===== config.mk =====
export PLATFORM = sky130hd
export DESIGN_NAME = and_seq_gen
export DESIGN_NICKNAME = d
export VERILOG_FILES = /design/src/rtl/and_seq_pkg.sv /design/src/rtl/seq_rise_det.sv /design/src/rtl/and_seq_gen.sv
export SDC_FILE = /design/constraint.sdc
export NUM_CORES = 1
export LEC_CHECK = 0
export CORE_MARGIN = 8
export CORE_UTILIZATION = 31
export DETAILED_ROUTE_END_ITERATION = 10
export PLACE_DENSITY = 0.53
export SYNTH_ARGS = -nofsm -noshare
export SYNTH_HDL_FRONTEND = slang
export SYNTH_SLANG_ARGS = --single-unit

===== constraint.sdc =====
create_clock -name clk -period 2.05 [get_ports clk]
set_clock_uncertainty 0.1 [all_clocks]
set_input_delay 0.41 -clock clk [delete_from_list [all_inputs] [get_ports clk]]
set_output_delay 0.41 -clock clk [all_outputs]
set_load 0.02 [all_outputs]

===== src/rtl/and_seq_pkg.sv =====
// Shared types and constants for the start-triggered a/b/stop burst generator.
package and_seq_pkg;

  typedef enum logic {
    IDLE = 1'b0,
    RUN  = 1'b1
  } state_t;

  localparam int DEF_B_DLY    = 1;
  localparam int DEF_A_DLY    = 2;
  localparam int DEF_STOP_DLY = 3;

  // Burst offsets are limited to 1..15, so the offset counter never needs more than 4 bits.
  localparam int CNT_BITS = $clog2(16);

  function automatic int max3(input int x, input int y, input int z);
    int m;
    m = (x > y) ? x : y;
    return (m > z) ? m : z;
  endfunction

endpackage


===== src/rtl/seq_rise_det.sv =====
// Registered 0->1 detector on start; en gates only the detected rise, not the history register.
module seq_rise_det (
  input  logic clk,
  input  logic rst_n,
  input  logic en,
  input  logic start,
  output logic rise
);

  logic start_q;

  always_ff @(posedge clk or negedge rst_n) begin
    if (!rst_n) start_q <= 1'b0;
    else        start_q <= start;
  end

  assign rise = start & ~start_q & en;

endmodule


===== src/rtl/and_seq_gen.sv =====
// Emits b/a/stop pulses at fixed offsets after each start rise, queueing rises that arrive mid-burst.
module and_seq_gen
  import and_seq_pkg::*;
#(
  parameter int B_DLY      = DEF_B_DLY,
  parameter int A_DLY      = DEF_A_DLY,
  parameter int STOP_DLY   = DEF_STOP_DLY,
  parameter int PEND_DEPTH = 2,
  parameter int CNT_W      = 8
) (
  input  logic                            clk,
  input  logic                            rst_n,
  input  logic                            en,
  input  logic                            clr,
  input  logic                            start,
  output logic                            a,
  output logic                            b,
  output logic                            stop,
  output logic                            busy,
  output logic                            done,
  output logic [$clog2(PEND_DEPTH+1)-1:0] pend_cnt,
  output logic                            overrun,
  output logic [CNT_W-1:0]                drop_cnt
);

  localparam int MAX_DLY = max3(A_DLY, B_DLY, STOP_DLY);
  localparam int PEND_W  = $clog2(PEND_DEPTH + 1);

  localparam logic [CNT_BITS-1:0] A_C    = CNT_BITS'(A_DLY);
  localparam logic [CNT_BITS-1:0] B_C    = CNT_BITS'(B_DLY);
  localparam logic [CNT_BITS-1:0] STOP_C = CNT_BITS'(STOP_DLY);
  localparam logic [CNT_BITS-1:0] MAX_C  = CNT_BITS'(MAX_DLY);
  localparam logic [CNT_BITS-1:0] CNT_1  = CNT_BITS'(1);
  localparam logic [PEND_W-1:0]   PEND_MAX = PEND_W'(PEND_DEPTH);
  localparam logic [PEND_W-1:0]   PEND_1   = PEND_W'(1);
  localparam logic [CNT_W-1:0]    DROP_SAT = '1;
  localparam logic [CNT_W-1:0]    DROP_1   = CNT_W'(1);

  logic                rise;
  state_t              state, state_d;
  logic [CNT_BITS-1:0] cnt, cnt_d;
  logic [PEND_W-1:0]   pend_d;
  logic                overrun_d;
  logic [CNT_W-1:0]    drop_d;

  seq_rise_det u_rise (
    .clk   (clk),
    .rst_n (rst_n),
    .en    (en),
    .start (start),
    .rise  (rise)
  );

  always_ff @(posedge clk or negedge rst_n) begin
    if (!rst_n) begin
      state    <= IDLE;
      cnt      <= '0;
      pend_cnt <= '0;
      overrun  <= 1'b0;
      drop_cnt <= '0;
    end else begin
      state    <= state_d;
      cnt      <= cnt_d;
      pend_cnt <= pend_d;
      overrun  <= overrun_d;
      drop_cnt <= drop_d;
    end
  end

  always_comb begin
    state_d   = state;
    cnt_d     = cnt;
    pend_d    = pend_cnt;
    overrun_d = overrun;
    drop_d    = drop_cnt;
    if (clr) begin
      state_d   = IDLE;
      cnt_d     = '0;
      pend_d    = '0;
      overrun_d = 1'b0;
      drop_d    = '0;
    end else begin
      case (state)
        IDLE: begin
          if (rise) begin
            state_d = RUN;
            cnt_d   = CNT_1;
          end
        end
        RUN: begin
          if (cnt == MAX_C) begin
            // A rise on the final edge takes the slot this burst frees, so the queue depth is unchanged.
            if (rise) begin
              cnt_d = CNT_1;
            end else if (pend_cnt != '0) begin
              cnt_d  = CNT_1;
              pend_d = pend_cnt - PEND_1;
            end else begin
              state_d = IDLE;
              cnt_d   = '0;
            end
          end else begin
            cnt_d = cnt + CNT_1;
            if (rise) begin
              if (pend_cnt < PEND_MAX) begin
                pend_d = pend_cnt + PEND_1;
              end else begin
                overrun_d = 1'b1;
                if (drop_cnt != DROP_SAT) drop_d = drop_cnt + DROP_1;
              end
            end
          end
        end
        default: begin
          state_d = IDLE;
          cnt_d   = '0;
        end
      endcase
    end
  end

  assign busy = (state == RUN);
  assign b    = busy & (cnt == B_C);
  assign a    = busy & (cnt == A_C);
  assign stop = busy & (cnt == STOP_C);
  assign done = busy & (cnt == MAX_C);

endmodule

==> impl_metrics.py, run 1 <==
metrics = {
    "status": {
        "status": "finished clean",
    },
    "worst_setup_path": {
        "worst_setup_path_end_kind": "primary output",
        "start_kind": "register",
        "cp_max_fo": 7,
        "critPathSlowestCell": "clkdlybuf4s50_1",
        "slowest_delay_ns": 0.66,
        "path_buf_inv": 1,
        "crit_required_ns": 1.54,
        "cp_top_family": "buffers and inverters",
        "r2r_end": "drop_cnt[3]$_DFFE_PN0P_",
        "reg2reg_depth": 5,
        "crit_chain": "clkdlybuf4s50_1",
        "worstSetupPathType": "reg2out",
        "r2r_slack_ns": 0.15,
        "reg2reg_from": "cnt[0]$_DFFE_PN0P_",
        "cp.arrival_ns": 1.47,
    },
    "synth": {
        "synth_edf_count": 0,
        "synth_area_leaders": "dfrtp_1 (42%), a21oi_1 (5.5%), ha_1 (5.0%), nor2_1 (4.1%), o21ai_0 (3.5%)",
        "yosysSeqAreaShare": 0.424,
        "synth_top_area_frac": 0.424,
        "synthesis.nets": 119,
        "yosys_warnings": 0,
        "ys_seq_elements": 17,
        "avgSynthCellArea_sq_um": 9.12,
        "synth_cells": 110,
        "yosysTopAreaCell": "dfrtp_1",
        "async_flop_share": 1.00,
        "syn_area_sq_um": 1000,
        "synth-main-ff-cell": "dfrtp_1",
        "synthDistinctLibCells": 38,
    },
    "clock_tree": {
        "path_clk_slew_ns": 0.12,
        "cts_tree": "yes",
        "insertion_delay_ns": 0.30,
        "cts-root-buf": "clkbuf_4",
        "cts.sinks": 17,
        "hold_buffers": 0,
        "numCtsBuffers": 3,
        "cts_buffer_depth": 2,
        "cts.htree.levels": 1,
    },
    "drt": {
        "dr.pass1.iters": 4,
        "viasPerCell": 5.01,
        "postRouteAntennaNets": 0,
        "wire_per_inst_um": 13.8,
        "wl_mm": 2.63,
        "route.detailed.drc": 0,
        "drt_iter0_markers": 52,
        "num_vias": 956,
    },
    "placed_design": {
        "pre_cts_ws_ns": -0.131,
        "hpwl_mm": 1.88,
        "port_buffers": 20,
        "place_inst": 183,
        "place.gp.congestion": 0.791,
    },
    "global_routing": {
        "grt_start_max_net_pins": 18,
        "grt_usage": 0.105,
        "grt_pass1_vias": 961,
        "gr-total-overflow": 0,
        "grt_pass1_wl_mm": 4.42,
        "antenna_found_initial": 0,
    },
    "sta": {
        "period_minus_slack_ns": 1.98,
        "maxSlewHeadroom": 0.739,
        "setup_tns_ns": 0,
        "tightest_slew_ns": 0.390,
        "fin_crit_sh": 0.968,
        "setup_viol": 0,
        "slew_viol_final": 0,
        "max_freq_mhz": 504,
        "finalHoldViolCount": 0,
        "postLayoutSetupSlackWorst_ns": 0.0663,
        "rsz0062_at_grt": "false",
    },
    "layout": {
        "nets": 157,
        "nFillCells": 311,
        "fin_cells": 191,
        "layout-drive-gt1-share": 0.252,
        "syn2layout_area_growth_pct": 39.9,
        "antenna_cells": 0,
    },
    "min_path": {
        "min_path_type": "in2async",
    },
    "pwr": {
        "finalPower_mw": 0.605,
        "p_seq_frac": 0.570,
        "combPwrFrac": 0.112,
        "netSwitchingPower_mw": 0.159,
        "irDropWorstVdd_mv": 0.278,
        "p_leak_nw": 0.570,
        "swShare": 0.263,
        "cellPowerDensity_nw_per_um2": 431,
        "clkPwrFrac": 0.319,
        "intPower_mw": 0.446,
    },
    "floorplan": {
        "chipWidth_um": 72.9,
        "start_util": 0.326,
        "ios": 21,
        "fp.dieH_um": 72.9,
        "row_count": 20,
        "die_area_sq_um": 5310,
        "fp.coreArea_sq_um": 3080,
    },
    "job": {
        "cap_viol_max_count": 0,
    },
}
## worst reg2reg max path: cells and delay by family, from the launching register on
family	cells	cell delay, ns
simple gates	3	0.95
flops	1	0.45
fa+ha+maj	1	0.21
compound gates	1	0.15
## synth_stat cells, drive strengths merged (2+ instances only)
library cell and instances:
dfrtp 17, a21oi 11, nor2 11, o21ai 7, inv 6, nand2 6, ha 4, nand3 4
nor3 4, and3 3, buf 3, clkbuf 3, a311oi 2, a31oi 2, a41oi 2, nand2b 2
nand4 2, nor4b 2, o31ai 2, or4 2
## registers in the layout (all words and copies together) (netlist names)
signal and cells:
drop_cnt 8, u_rise.start_q 1, pend_cnt 2, busy 1, cnt 4, overrun 1
## cell families (layout without fill, tap and decap cells)
logic type,count (synthesis),count (layout),synth area share
DFF,17,17,0.424
muxes,1,1,0.00998
AOI/OAI and AO/OA,29,29,0.178
buffers and inverters,12,49,0.0598
and+or+nand+nor,47,47,0.278
adders and majority gates,4,4,0.0499
## worst max path at each step
| stage | start | end | slack [ns] | depth (start not counted) |
|---|---|---|---|---|
| floorplan | busy$_DFF_PN0_ | a | -0.09 | 3 |
| global placement | start | drop_cnt[3]$_DFFE_PN0P_ | -0.09 | 5 |
| detailed placement | start | drop_cnt[3]$_DFFE_PN0P_ | -0.13 | 5 |
| CTS | cnt[0]$_DFFE_PN0P_ | a | 0.005 | 4 |
| global route | cnt[0]$_DFFE_PN0P_ | stop | 0.002 | 3 |
| finish | pend_cnt[1]$_DFFE_PN0P_ | pend_cnt[1] | 0.07 | 1 |
## metrics by stage
step	utilization	area (sq um)	hold slack, ns
floorplan	-	1000	0.0144
global placement	0.433	1330	0.420
detailed placement	0.433	1330	0.430
CTS	0.449	1380	0.325
global route	0.456	1400	0.335
finish	0.456	1400	0.315
## repair_timing
item                                    in CTS  in global routing
setup buffers                                2                  2
gates resized for setup                     16                  5
pin swaps                                    0                  0
gates cloned                                 0                  0
endpoints found under the setup margin       4                  8
## area by class of cell
type,instances,area (sq um),area share
multi-input combinational,81,536,0.381
sequential,17,428,0.305
timing repair buffer,39,335,0.239
tap,44,55.1,0.0392
clock buffer,3,22.5,0.0160
inverter,6,22.5,0.0160
clock inverter,1,5.00,0.00357
## power by group through the flow
| stage | sequential [mW] | clock (mW) | combinational (mW) |
|---|---|---|---|
| 5_1_grt | 0.345 | 0.213 | 0.0758 |
| 3_5_place_dp | 0.351 | 0 | 0.0610 |
| 3_3_place_gp | 0.351 | 0 | 0.0603 |
| 2_1_floorplan | 0.352 | 0 | 0.0238 |
| 4_1_cts | 0.344 | 0.196 | 0.0667 |
| 6_report | 0.344 | 0.193 | 0.0675 |
## placed cells by master, fill, tap and decap left out, types with 3 or more instances in the layout
master           count
buf_4               19
clkdlybuf4s50_1     16
dfrtp_1             15
nor2_1              11
a21oi_1             11
o21ai_0              7
inv_1                6
nand2_1              6
nand3_1              4
nor3_1               4
ha_1                 3
clkbuf_4             3
## layer usage
layer	vias up	GRT usage	part of all wire
met4	0	0.0289	0.0053
li1	479	-	-
met1	454	0.120	0.45
met5	-	0	0
met3	2	0.0440	0.065
met2	21	0.173	0.47
No activity file was read; power rests on OpenSTA's default activity.
==> run 2: changes to the inputs <==
--- a/config.mk
+++ b/config.mk
@@ -5,10 +5,13 @@
 export SDC_FILE = /design/constraint.sdc
 export NUM_CORES = 1
 export LEC_CHECK = 0
+export CELL_PAD_IN_SITES_DETAIL_PLACEMENT = 0
+export CELL_PAD_IN_SITES_GLOBAL_PLACEMENT = 2
 export CORE_MARGIN = 8
 export CORE_UTILIZATION = 31
 export DETAILED_ROUTE_END_ITERATION = 10
-export PLACE_DENSITY = 0.53
+export DONT_BUFFER_PORTS = 1
+export PLACE_DENSITY = 0.67
 export SYNTH_ARGS = -nofsm -noshare
 export SYNTH_HDL_FRONTEND = slang
 export SYNTH_SLANG_ARGS = --single-unit
==> impl_metrics.py, run 2 (synthesized netlist as in run 1, its figures left out) <==
metrics = {
    "worst_setup_path": {
        "r2r_end": "drop_cnt[3]$_DFFE_PN0P_",
        "start_kind": "register",
        "slowest_delay_ns": 0.53,
        "crit_path_end": "drop_cnt[3]$_DFFE_PN0P_",
        "critPathLaunch": "cnt[0]$_DFFE_PN0P_",
        "reg2reg_from": "cnt[0]$_DFFE_PN0P_",
        "worstSetupPathType": "reg2reg",
        "cp.arrival_ns": 2.04,
        "reg2reg_depth": 5,
        "path_depth": 5,
        "crit_required_ns": 2.17,
        "cp_top_family": "simple AND/OR/NAND/NOR gates",
        "r2r_slack_ns": 0.13,
        "critPathSlowestCell": "or4_1",
        "path_buf_inv": 0,
        "cp_max_fo": 11,
        "crit_chain": "ha_1 -> or3b_4 -> nand4_4 -> or4_1 -> a21oi_1",
        "worst_setup_path_end_kind": "register",
    },
    "floorplan": {
        "fp.coreArea_sq_um": 3080,
        "chipWidth_um": 72.9,
        "start_util": 0.326,
        "fp.dieH_um": 72.9,
        "row_count": 20,
        "ios": 21,
        "die_area_sq_um": 5310,
    },
    "pwr": {
        "swShare": 0.232,
        "intPower_mw": 0.432,
        "clkPwrFrac": 0.313,
        "p_seq_frac": 0.613,
        "finalPower_mw": 0.562,
        "irDropWorstVdd_mv": 0.333,
        "p_leak_nw": 0.467,
        "cellPowerDensity_nw_per_um2": 474,
        "combPwrFrac": 0.074,
        "netSwitchingPower_mw": 0.130,
    },
    "job": {
        "cap_viol_max_count": 0,
    },
    "min_path": {
        "min_path_type": "in2reg",
    },
    "global_routing": {
        "antenna_found_initial": 0,
        "grt_usage": 0.104,
        "gr-total-overflow": 0,
        "grt_start_max_net_pins": 18,
        "grt_pass1_wl_mm": 4.32,
        "grt_pass1_vias": 899,
    },
    "sta": {
        "hold_slack_ns": 0.0434,
        "period_minus_slack_ns": 1.92,
        "setup_viol": 0,
        "finalHoldViolCount": 0,
        "slew_viol_final": 0,
        "rsz0062_at_grt": "false",
        "maxSlewHeadroom": 0.486,
        "postLayoutSetupSlackWorst_ns": 0.127,
        "fin_crit_sh": 0.938,
        "tightest_slew_ns": 0.769,
        "max_freq_mhz": 520,
    },
    "layout": {
        "antenna_cells": 0,
        "layout-drive-gt1-share": 0.211,
        "top_regs": "drop_cnt (8), cnt (4), pend_cnt (2)",
        "syn2layout_area_growth_pct": 18.1,
        "finalInstanceArea_sq_um": 1180,
        "multi_input_area_sq_um": 539,
        "nFillCells": 318,
        "largest_reg_flops": 8,
        "top_register": "drop_cnt",
        "regArea_sq_um": 427,
        "nets": 133,
        "final_common_cell": "dfrtp_1",
        "layout_common_cells": "dfrtp_1 (16), buf_4 (14), nor2_1 (11), a21oi_1 (11), o21ai_0 (7)",
    },
    "clock_tree": {
        "numCtsBuffers": 3,
        "cts-root-buf": "clkbuf_4",
        "cts.sinks": 17,
        "path_clk_slew_ns": 0.09,
        "cts_tree": "yes",
        "insertion_delay_ns": 0.28,
        "cts.htree.levels": 1,
        "cts_buffer_depth": 2,
        "postCtsSetupRepairBufs": 0,
    },
    "placed_design": {
        "pre_cts_ws_ns": 0.0314,
        "place.gp.congestion": 0.720,
        "port_buffers": 0,
        "hpwl_mm": 1.85,
        "place_area_sq_um": 1130,
    },
    "drt": {
        "postRouteAntennaNets": 0,
        "route.detailed.drc": 0,
        "viasPerCell": 5.28,
        "wire_per_inst_um": 15.0,
        "drt_iter0_markers": 55,
        "dr.pass1.iters": 4,
        "num_vias": 881,
        "wl_mm": 2.51,
    },
    "status": {
        "status": "finished clean",
    },
}
[run 2: layout make-up]
cell class | instances | share of cell area
inverter | 6 | 0.0190
sequential | 17 | 0.360
clock buffer | 4 | 0.0222
timing repair buffer | 15 | 0.0971
tap | 44 | 0.0465
multi-input combinational | 81 | 0.455
[run 2: worst min path at each step]
| stage | startpoint | endpoint | slack [ns] | depth (start not counted) |
|---|---|---|---|---|
| floorplan | rst_n | busy$_DFF_PN0_ | 0.01 | 0 |
| global placement | rst_n | cnt[3]$_DFFE_PN0P_ | 0.02 | 0 |
| detailed placement | rst_n | drop_cnt[1]$_DFFE_PN0P_ | 0.02 | 0 |
| CTS | start | u_rise.start_q$_DFF_PN0_ | 0.03 | 0 |
| global route | start | u_rise.start_q$_DFF_PN0_ | 0.01 | 0 |
| finish | start | u_rise.start_q$_DFF_PN0_ | 0.04 | 0 |
[run 2: what timing repair did]
action / in CTS / in global routing
hold buffers: 1 / 0
endpoints found under the setup margin: 0 / 5
endpoints found under the hold margin: 17 / 0
gates resized for setup: 0 / 4
[run 2: worst register-to-register path, delay by kind of cell (launching register included)]
kind | cells | cell delay, ns
simple gates | 3 | 0.99
flops | 1 | 0.39
fa+ha+maj | 1 | 0.24
compound gates | 1 | 0.15
[run 2: power by group through the flow]
stage	sequential [mW]	combinational (mW)	clock (mW)
after detailed placement	0.351	0.0327	0
after global placement	0.351	0.0329	0
after floorplan	0.352	0.0238	0
final	0.345	0.0415	0.176
after CTS	0.344	0.0415	0.185
after global routing	0.346	0.0480	0.202
[run 2: through the flow]
stage          cells  utilization  setup TNS [ns]
2_1_floorplan    110            -          -0.175
3_3_place_gp     162        0.366               0
3_5_place_dp     162        0.366               0
4_1_cts          167        0.378               0
5_1_grt          167        0.385               0
6_report         167        0.385               0
[run 2: layer usage]
metal | vias to the layer above | GRT usage | part of all wire
met2 | 28 | 0.153 | 0.46
met3 | 2 | 0.0426 | 0.084
met4 | 0 | 0.0400 | 0.0088
met1 | 419 | 0.130 | 0.45
li1 | 432 | - | -
met5 | - | 0 | 0
